### src/rtl/fetch_unit.sv
// Instruction fetch stage: PC generation, credit-limited imem requests, and a prefetch FIFO feeding decode.
// Optional FETCH_MISALIGN_EN adds a fetch_misalign flag and a HALT state for misaligned redirect targets.
module fetch_unit #(
  parameter int                DWIDTH   = 32,
  parameter int                DEPTH    = 4,
  parameter logic [DWIDTH-1:0] RESET_PC = 32'h0000_0000
) (
  input  logic              clk,
  input  logic              rst,
  output logic              imem_req_valid,
  input  logic              imem_req_ready,
  output logic [DWIDTH-1:0] imem_req_addr,
  input  logic              imem_resp_valid,
  input  logic [DWIDTH-1:0] imem_resp_data,
  input  logic              redirect_valid,
  input  logic [DWIDTH-1:0] redirect_pc,
  output logic              inst_valid,
  input  logic              inst_ready,
  output logic [DWIDTH-1:0] inst_out,
  output logic [DWIDTH-1:0] inst_pc,
  output logic [24:0]       imm_field
`ifdef FETCH_MISALIGN_EN
  ,
  output logic              fetch_misalign
`endif
);

  localparam int PW = $clog2(DEPTH);
  localparam int CW = PW + 1;

  typedef enum logic {RUN, HALT} state_t;

  state_t            state;
  logic [DWIDTH-1:0] pc;
  logic [DWIDTH-1:0] fifo_data [DEPTH];
  logic [DWIDTH-1:0] fifo_pc   [DEPTH];
  logic [DWIDTH-1:0] tag_q     [DEPTH];
  logic [PW-1:0]     rd_ptr, wr_ptr, tag_rd, tag_wr;
  logic [CW-1:0]     count, outstanding, drop, out_next;
  logic              req_fire, pop, push;

  // Credit check: in-flight plus buffered words never exceed the FIFO size.
  assign imem_req_valid = !rst && (state == RUN) &&
                          (({1'b0, outstanding} + {1'b0, count}) < (CW+1)'(DEPTH));
  assign imem_req_addr  = pc;
  assign inst_valid     = (count != '0);
  assign inst_out       = fifo_data[rd_ptr];
  assign inst_pc        = fifo_pc[rd_ptr];
  assign imm_field      = inst_out[31:7];

  assign req_fire = imem_req_valid && imem_req_ready;
  assign pop      = inst_valid && inst_ready;
  assign push     = imem_resp_valid && (drop == '0) && !redirect_valid;
  assign out_next = outstanding + CW'(req_fire) - CW'(imem_resp_valid);

  always_ff @(posedge clk or posedge rst) begin
    if (rst) begin
      state       <= RUN;
      pc          <= RESET_PC;
      rd_ptr      <= '0;
      wr_ptr      <= '0;
      tag_rd      <= '0;
      tag_wr      <= '0;
      count       <= '0;
      outstanding <= '0;
      drop        <= '0;
      for (int i = 0; i < DEPTH; i++) begin
        fifo_data[i] <= '0;
        fifo_pc[i]   <= '0;
        tag_q[i]     <= '0;
      end
`ifdef FETCH_MISALIGN_EN
      fetch_misalign <= 1'b0;
`endif
    end else begin
      outstanding <= out_next;
      if (redirect_valid) begin
        // Everything still in flight after this edge belongs to the old path and must be dropped.
        pc     <= redirect_pc & ~DWIDTH'(3);
        rd_ptr <= '0;
        wr_ptr <= '0;
        tag_rd <= '0;
        tag_wr <= '0;
        count  <= '0;
        drop   <= out_next;
`ifdef FETCH_MISALIGN_EN
        if (redirect_pc[1:0] != 2'b00) begin
          state          <= HALT;
          fetch_misalign <= 1'b1;
        end else begin
          state          <= RUN;
          fetch_misalign <= 1'b0;
        end
`else
        state <= RUN;
`endif
      end else begin
        if (req_fire) begin
          pc            <= pc + DWIDTH'(4);
          tag_q[tag_wr] <= pc;
          tag_wr        <= tag_wr + PW'(1);
        end
        if (imem_resp_valid && (drop != '0))
          drop <= drop - CW'(1);
        if (push) begin
          fifo_data[wr_ptr] <= imem_resp_data;
          fifo_pc[wr_ptr]   <= tag_q[tag_rd];
          wr_ptr            <= wr_ptr + PW'(1);
          tag_rd            <= tag_rd + PW'(1);
        end
        if (pop)
          rd_ptr <= rd_ptr + PW'(1);
        count <= count + CW'(push) - CW'(pop);
      end
    end
  end

endmodule
### config.mk
export PLATFORM = sky130hd
export DESIGN_NAME = fetch_unit
export DESIGN_NICKNAME = d
export VERILOG_FILES = /design/src/rtl/fetch_unit.sv
export SDC_FILE = /design/constraint.sdc
export NUM_CORES = 1
export LEC_CHECK = 0
export CAP_MARGIN = 20
export CORE_MARGIN = 5
export CORE_UTILIZATION = 64
export DETAILED_ROUTE_END_ITERATION = 10
export DONT_BUFFER_PORTS = 1
export PLACE_DENSITY = 0.8
export SLEW_MARGIN = 30
export SYNTH_ARGS = -nofsm -noshare
export SYNTH_HDL_FRONTEND = slang
export SYNTH_SLANG_ARGS = --single-unit
### constraint.sdc
create_clock -name clk -period 14.9 [get_ports clk]
set_input_delay 2.235 -clock clk [delete_from_list [all_inputs] [get_ports clk]]
set_output_delay 2.235 -clock clk [all_outputs]
set_load 0.02 [all_outputs]
==> run metrics, run 1 <==
worst-path maximum fanout=5; CP max stage delay=0.52 ns; Root Driver=clkbuf_16; vias in the first global route=roughly 11000; WP data arrival=3.20 ns; crit-path cells=or4_4 -> nor2_1; fillers=1923; Die Ht=182 microns; clock sink count=about 420; Routed WL=37900 microns; CTS hold repair buffers=0; Critical-path top delay cell=or4_4; setup tns final=0 ns; Netlist cell types=52; CP Class=in2out; routed length per instance=23.2 microns; top cells by area, synth=dfrtp_1, mux2_2, mux4_2; number of port buffers=0; clock power share=0.291; final hold viol count=0; count leader, synth=dfrtp_1; Core Area=between 20000 and 30000 sq um; CTS tree=yes; Design Power=3.63 mW; maximum clock insertion buffer count=3; P_leak=approximately 9.5 nW; initial antenna violation count=0; Placer Congestion=0.816; Min Hold Slack=approximately 0.5 ns; Synth area leader=dfrtp_1; Final Non-Filler Cells=1631; clk_lat worst skew=0.53 ns; Avg Cell Area, Syn=roughly 15 sq um; Sequential Power Share=0.428; DRT Pass-1 Iters=4; # rows=63; Max Freq=between 150 and 200 MHz; delay-heaviest family, CP=simple AND/OR/NAND/NOR gates; initial DRC count=498; VDD IR-drop max=between 0.09 and 0.1 mV; worst-case clock skew=0.0173 ns; CP Capture Type=output pin; first-pass GRT wire length=62700 microns; met2 routed WL=roughly 18000 microns; final instance area=slightly above 20000 sq um; crit path launch type=input port; Slew headroom=0.399; register area=10400 sq um; post-route ant nets=0; WL met3=2430 microns; DRT met1 WL=roughly 16000 microns; Power Internal=around 2.5 mW; post-cts sizing count=0; placed wire-length estimate=around 23000 microns; Net Sw Frac=0.320; Die X=182 microns; WP buf/inv=0; sequential cell area fraction in the yosys report=0.548; min cycle time layout=5.43 ns; multi-input logic area=7990 sq um; synthesized instance count=1271; Top Metal Used=met4; RSZ-0062 raised after global routing=no; Post-CTS Setup Bufs=0; Nets=1299; Initial Utilization=0.644; num ports=193; clock slew at reported path FFs=0.06 ns; GRT Total Usage=0.235; DRC errors left=0; Final Max Tran Viols=0; PD cells=177 nW/um^2; Cells after DPL=roughly 1600; via count=about 10000; HP Class=reg2reg; Post-synth top cells=dfrtp_1, mux2_2, mux4_2, clkbuf_1, nand2_1; Logic pwr share=0.281; Placed Instance Area=between 15000 and 20000 sq um; outcome=complete, no violations; Post-Syn Area=18900 sq um; antenna cells=0; Max-cap violations=0; post-route clock period utilization=0.365; total gr overflow=0; P_sw=around 1.2 mW; Yosys reg bits=415; fraction of layout cells with a size suffix above 1=0.448; Post-synth EDFFs=0; Via density=6.43; Synth-to-Final Area Change=8.02%; number of buffers created by CTS=43; Worst-Margin Slew=0.894 ns; synth warn=0; Die ar.=33100 sq um; pin count of the biggest net entering global routing=137; Setup Viol. Count Final=0; top cell type's share of synthesized area=0.548; ys flop type=dfrtp_1; Worst Path Required=about 13 ns; asr flop ratio synth=1.00; H-tree levels=2
-- metrics by stage --
stage / util / worst slack (ns)
after floorplan: - / 1.12
after global placement: 0.646 / 9.49
after detailed placement: 0.648 / 9.48
after CTS: 0.695 / 9.48
after global routing: 0.696 / 9.45
final: 0.696 / 9.47
-- sequential cells by signal, summed over array words and instances, names as in the netlist, 3 cells and up --
register and count:
drop 3, count 3, imem_req_addr 30, tag_q 120, fifo_pc 120, fifo_data 128, outstanding 3
-- final timing paths --
path | slack, ns | end | cells past startpoint | start
min in group asynchronous | 1.66 | drop[2] | 1 | rst
min reg2reg | 0.50 | fifo_data[33] | 1 | fifo_data[33]
min | 0.50 | fifo_data[33] | 1 | fifo_data[33]
max in group asynchronous | 11.80 | fifo_data[35] | 3 | rst
max | 9.47 | imem_req_valid | 2 | rst
max reg2reg | 11.58 | drop[2] | 11 | count[2]
-- cells in the final DEF (no fill, tap or decap), drive strengths merged, types with 9 or more instances in the layout --
cell type | synthesis | final
a31oi | 11 | 11
or4 | 13 | 13
buf | 54 | 9
o31ai | 10 | 10
nand4 | 22 | 22
clkinv | 1 | 11
dfrtp | 415 | 415
nand2 | 43 | 43
mux4 | 92 | 92
clkbuf | 64 | 63
mux2 | 369 | 369
xnor2 | 9 | 9
nand3 | 20 | 20
inv | 19 | 19
ha | 17 | 17
o21ai | 12 | 12
nor2 | 30 | 30
-- cell families after synthesis --
logic type	after synthesis	synth area share
AO/OA/AOI/OAI	50	0.0182
XOR/XNOR	17	0.00786
adder cells (fa/ha/maj)	19	0.0133
buffers and inverters	138	0.0342
flip-flops	415	0.548
multiplexers	464	0.330
other	1	0.000198
AND/OR/NAND/NOR	167	0.0476
-- per-layer routing --
layer,vias to the layer above,GRT usage
met5,-,0
met4,0,0.0564
met3,59,0.0545
met2,291,0.379
met1,5560,0.333
li1,4572,-
-- power groups by stage --
stage                     combinational (mW)  clock, mW  sequential [mW]
after floorplan                        0.958          0             1.49
after global placement                 0.993          0             1.55
after detailed placement                1.03          0             1.57
after CTS                               1.03       1.08             1.55
after global routing                    1.10       1.12             1.59
final                                   1.02       1.06             1.55
-- cell type report --
cell class                 instances  share of cell area
timing repair buffer               9             0.00508
clock inverter                    13             0.00703
clock buffer                      63              0.0612
inverter                          20             0.00428
multi-input combinational        721               0.391
tap                              390              0.0239
sequential                       415               0.508
No activity file was read; power rests on OpenSTA's default activity.
==> run 2: changes to the inputs <==
ABC_AREA = 1   (was unset)
clock period = 5.05 ns   (was 14.9 ns; I/O delays follow)
==> run 2 against run 1 <==
Against the previous run: area after synthesis increased by 4.8%; sequential power grew to 3.0 times the previous value; register-to-register slack lost 9.3 ns; critical path type is now reg2out; critical endpoint is now inst_pc[24]; largest cell class unchanged; largest power group unchanged.
==> run metrics, run 2 <==
Max-cap violations=0 (unchanged); initial antenna violation count=0 (unchanged); post-route clock period utilization=0.779; final hold viol count=0 (unchanged); Core Area=30600 sq um (+4.0%); worst setup path start=rd_ptr[0]; synthesized instance count=2383 (+87%); Die X=186 microns (+2.2%); count leader, synth=nand2_1; Nets=2364 (+82%); sequential cell area fraction in the yosys report=0.523 (-0.0252); Final Non-Filler Cells=2700 (+66%); setup tns final=0 ns (unchanged); worst-case clock skew=0.0220 ns (+0.00470 ns); ys flop type=dfrtp_1; GR Layer Usage met3=0.0547 (+0.000232); Placement Setup Slack=1.73 ns (-7.74 ns); Post-synth top cells=nand2_1, dfrtp_1, o21ai_0, nor2_1, o21ai_1; number of port buffers=0 (unchanged); post-cts sizing count=0 (unchanged); Max Freq=254 MHz; Avg Cell Area, Syn=8.33 sq um (-44%); top cells by area, synth=dfrtp_1, nand2_1, o21ai_0; Post-CTS Setup Bufs=0 (unchanged); M1 GR Usage=0.389 (+0.0559); Biggest register=fifo_data; initial DRC count=1496 (+200%); Slew headroom=0.333 (-0.0653); pin count of the biggest net entering global routing=164 (+20%); most common cell after layout, fill and taps aside=nand2_1; number of buffers created by CTS=43 (unchanged); HP Class=in2async; fraction of layout cells with a size suffix above 1=0.0729 (-0.375); asr flop ratio synth=1.00 (unchanged); P_leak=10.4 nW (+9.4%); GRT busiest layer=met2; clk_lat worst skew=0.54 ns (about the same); CP Capture Type=output pin; Synth area leader=dfrtp_1; placed wire-length estimate=28500 microns (+23%); antenna cells=0 (unchanged); Final Max Tran Viols=0 (unchanged); Worst Setup EP=inst_pc[24]; biggest regs=fifo_data: 128 flops, fifo_pc: 120 flops, tag_q: 120 flops; most frequent cells in the layout=nand2_1, dfrtp_1, o21ai_0; CTS tree=yes; r2r startpoint=tag_rd[0]; post-route ant nets=0 (unchanged); clock slew at reported path FFs=0.06 ns (about the same); # rows=64 (+1.6%); routed length per instance=17.9 microns (-23%); Post-Syn Area=19900 sq um (+4.8%); Worst-Margin Slew=0.994 ns (+0.100 ns); Yosys reg bits=415 (unchanged); first-pass GRT wire length=78100 microns (+24%); Reg2Reg Depth=6 (-5); CP Class=reg2out; min cycle time layout=3.94 ns; worst setup margin=1.11 ns (-8.35 ns); Setup Viol. Count Final=0 (unchanged); Root Driver=clkbuf_16; vias in the first global route=15300 (+34%); PD cells=552 nW/um^2 (+210%); WP data arrival=3.18 ns (-0.02 ns); DRC errors left=0 (unchanged); Routed WL=48200 microns (+27%); via count=15900 (+52%); Netlist cell types=38 (-27%); Die Ht=186 microns (+2.2%); num ports=193 (unchanged); total gr overflow=0 (unchanged); Worst Path Required=4.29 ns (-8.37 ns); Post-synth EDFFs=0 (unchanged); Cells after DPL=2625 (+69%); max reg flops=128 (unchanged); GR Layer Usage met2=0.445 (+0.0662); fillers=2407 (+25%); top cell type's share of synthesized area=0.523 (-0.0252); Placer Congestion=0.937 (+15%); maximum clock insertion buffer count=3 (unchanged); CTS hold repair buffers=0 (unchanged); Synth-to-Final Area Change=4.91%; Design Power=11.5 mW (+220%); worst-path maximum fanout=64 (+59); synth warn=0 (unchanged); outcome=complete, no violations; Initial Utilization=0.649 (+0.00477); clock sink count=415 (unchanged); crit path launch type=register; R2R setup slack=2.25 ns (-9.33 ns); RSZ-0062 raised after global routing=no; Die ar.=34600 sq um (+4.5%); Min Hold Slack=0.242 ns (-0.255 ns); RR Endpoint=fifo_pc[60]; GRT Total Usage=0.276 (+0.0406); H-tree levels=2 (unchanged); VDD IR-drop max=0.306 mV (+220%); Via density=5.90 (-8.2%); DRT Pass-1 Iters=5 (+1)
[run 2: worst min path at each step]
stage | cells after the start | start | end | slack (ns)
2_1_floorplan | 2 | fifo_pc[63] | fifo_pc[63] | 0.44
3_3_place_gp | 2 | fifo_pc[74] | fifo_pc[74] | 0.46
3_5_place_dp | 2 | fifo_pc[83] | fifo_pc[83] | 0.46
4_1_cts | 1 | rst | imem_req_addr[31] | 0.25
5_1_grt | 1 | redirect_valid | count[0] | 0.28
6_report | 1 | rst | imem_req_addr[31] | 0.24
[run 2: cells by family after synthesis]
group	Yosys count	share of synthesized area
and+or+nand+nor	1075	0.214
AOI/OAI and AO/OA	575	0.163
DFF	415	0.523
buffers and inverters	287	0.0828
adders and majority gates	19	0.0127
xor gates and xnor gates	11	0.00485
other	1	0.000189
[run 2: power breakdown]
| part | switching [mW] | internal, mW |
|---|---|---|
| registers | 0.584 | 4.10 |
| logic | 2.59 | 0.974 |
| clock network | 1.27 | 1.97 |
[run 2: cell type report]
cell class / count / area (sq um) / share of cell area
Multi-Input combinational cell: 1684 / 7830 / 0.376
Tap cell: 396 / 495 / 0.0238
Inverter: 112 / 427 / 0.0205
Clock buffer: 61 / 1290 / 0.0618
Clock inverter: 13 / 169 / 0.00811
Sequential cell: 415 / 10400 / 0.499
Timing Repair Buffer: 19 / 224 / 0.0108
[run 2: layer usage]
metal	vias up	routed length, microns
met5	-	0
met4	0	1040
met3	80	4220
met2	683	22600
met1	7692	20300
li1	7474	-
[run 2: critical path, stage by stage (launching register included)]
cell,delay [ns]
dfrtp_4,0.57
clkinv_2,0.59
buf_4,0.68
o21ai_0,0.21
o22ai_1,0.54
[run 2: stage by stage]
stage,cell area (sq um),utilization
CTS,20800,0.680
finish,20800,0.681
detailed placement,19300,0.632
global placement,19300,0.631
global route,20800,0.681
floorplan,19900,-
==> run 3: changes to the inputs <==
CORE_UTILIZATION = 58   (was 64)
PLACE_DENSITY = 0.76   (was 0.8)
clock period = 3.6 ns   (was 5.05 ns; I/O delays follow)
==> run 3 against run 2 <==
Against the previous run: register-to-register slack worse by 1.2 ns; non-clock buffer count is 32 higher; routed wire length grew 1.5%; cell count grew 3.1%; first-iteration DRC count decreased by 20%; global-route usage shrank 2.3 points; hold slack got worse by 0.18 ns; clock skew fell by 0.0086 ns.
==> run metrics, run 3 (synthesis gave the netlist of run 2 again) <==
outcome=complete, no violations; clk_lat worst skew=0.55 ns (about the same); first-pass GRT wire length=80700 microns (+3.3%); final core utilization=0.627 (-0.0534); Initial Utilization=0.589 (-0.0599); GRT Total Usage=0.253 (-0.0227); Die ar.=38000 sq um (+9.8%); Root Driver=clkbuf_16; CTS tree=yes; pin count of the biggest net entering global routing=109 (-34%); crit-path cells=clkinv_2 -> buf_12 -> o21ai_0 -> o22ai_1 -> buf_4; most frequent cells in the layout=nand2_1, dfrtp_1, o21ai_0; initial antenna violation count=0 (unchanged); Setup Viol. Count Final=0 (unchanged); RSZ-0062 raised after global routing=no; Slew headroom=0.443 (+0.110); WP buf/inv=3 (+1); via count=16000 (+0.27%); hold path endpoint=count[0]; post-route clock period utilization=0.914; VDD IR-drop max=0.438 mV (+43%); max reg flops=128 (unchanged); most common cell after layout, fill and taps aside=nand2_1; routed length per instance=17.6 microns (-1.5%); Die Ht=195 microns (+4.8%); Final Max Tran Viols=0 (unchanged); clock sink count=415 (unchanged); DRC errors left=0 (unchanged); Synth-to-Final Area Change=6.52%; num ports=193 (unchanged); Max-cap violations=0 (unchanged); Critical-path top delay cell=dfrtp_4; DRT Pass-1 Iters=5 (unchanged); Biggest register=fifo_data; RR Endpoint=tag_q[21]; worst-path maximum fanout=51 (-20%); CP Class=reg2out; Max Freq=304 MHz; delay-heaviest family, CP=buffers and inverters; biggest regs=fifo_data: 128 flops, fifo_pc: 120 flops, tag_q: 120 flops; Via density=5.74 (-2.7%); crit path launch type=register; HP Class=in2reg; Reg2Reg Depth=7 (+1); total gr overflow=0 (unchanged); min cycle time layout=3.29 ns; number of port buffers=0 (unchanged); H-tree levels=2 (unchanged); Worst Path Required=3.06 ns (-1.23 ns); Nets=2396 (+1.4%); antenna cells=0 (unchanged); clock slew at reported path FFs=0.06 ns (about the same); WP data arrival=2.75 ns (-0.43 ns); fraction of layout cells with a size suffix above 1=0.0839 (+0.0110); Die X=195 microns (+4.8%); CP Capture Type=output pin; post-route ant nets=0 (unchanged); Core Area=33700 sq um (+10%); worst-case clock skew=0.0134 ns (-0.00858 ns); placed wire-length estimate=30100 microns (+5.8%); Routed WL=48900 microns (+1.5%); maximum clock insertion buffer count=3 (unchanged); vias in the first global route=15600 (+2.0%); PD cells=776 nW/um^2 (+41%); # rows=67 (+4.7%); number of buffers created by CTS=43 (unchanged); R2R setup slack=1.01 ns (-1.24 ns); HP Start=redirect_valid; initial DRC count=1195 (-20%); Worst-Margin Slew=0.836 ns (-0.158 ns); r2r startpoint=count[2]; Design Power=16.4 mW (+43%); final hold viol count=0 (unchanged); CP max stage delay=0.67 ns (about the same); WHS Path Cells=1; P_leak=10.6 nW (+1.5%); Placer Congestion=0.876 (-6.5%)
[run 3: cell type report]
class	instances	area (sq um)
Clock inverter	9	149
Timing Repair Buffer	51	510
Inverter	112	425
Clock buffer	64	1270
Tap cell	448	561
Multi-Input combinational cell	1684	7830
Fill cell	2850	12600
Sequential cell	415	10400
[run 3: worst max-delay path by stage]
stage	from	end	slack, ns	cells after the start
floorplan	rst	count[0]	-2.54	1
global placement	rd_ptr[0]	inst_out[28]	0.98	5
detailed placement	rd_ptr[0]	inst_out[28]	0.96	5
CTS	rd_ptr[0]	inst_out[8]	0.37	5
global route	rd_ptr[0]	inst_out[20]	0.22	5
finish	rd_ptr[0]	inst_out[8]	0.31	5
[run 3: power breakdown]
part	internal [mW]	switching, mW
clock network	2.72	1.78
logic	1.63	3.71
registers	5.75	0.834
[run 3: what timing repair did]
item	CTS	global route
buffers inserted	0	0
hold endpoints to repair	10	0
hold buffers	1	0
gates resized for setup	0	0
endpoints found under the setup margin	0	0
[run 3: routing by layer]
metal	GRT usage	vias up	share of wire	wire length (microns)
met5	0	-	0	0
met3	0.0400	82	0.074	3610
met2	0.411	611	0.47	22800
li1	-	7538	-	-
met1	0.354	7741	0.43	21200
met4	0.0828	0	0.028	1360
[run 3: through the flow]
stage / hold WS (ns) / setup TNS [ns] / cells / setup WS (ns) / cell area, sq um
2_1_floorplan: 0.444 / -1052.26 / 2386 / -2.54 / 19900
3_3_place_gp: 0.415 / 0 / 2709 / 0.978 / 19700
3_5_place_dp: 0.418 / 0 / 2709 / 0.960 / 19700
4_1_cts: 0.0463 / 0 / 2783 / 0.371 / 21100
5_1_grt: 0.0514 / 0 / 2783 / 0.216 / 21100
6_report: 0.0633 / 0 / 2783 / 0.309 / 21100
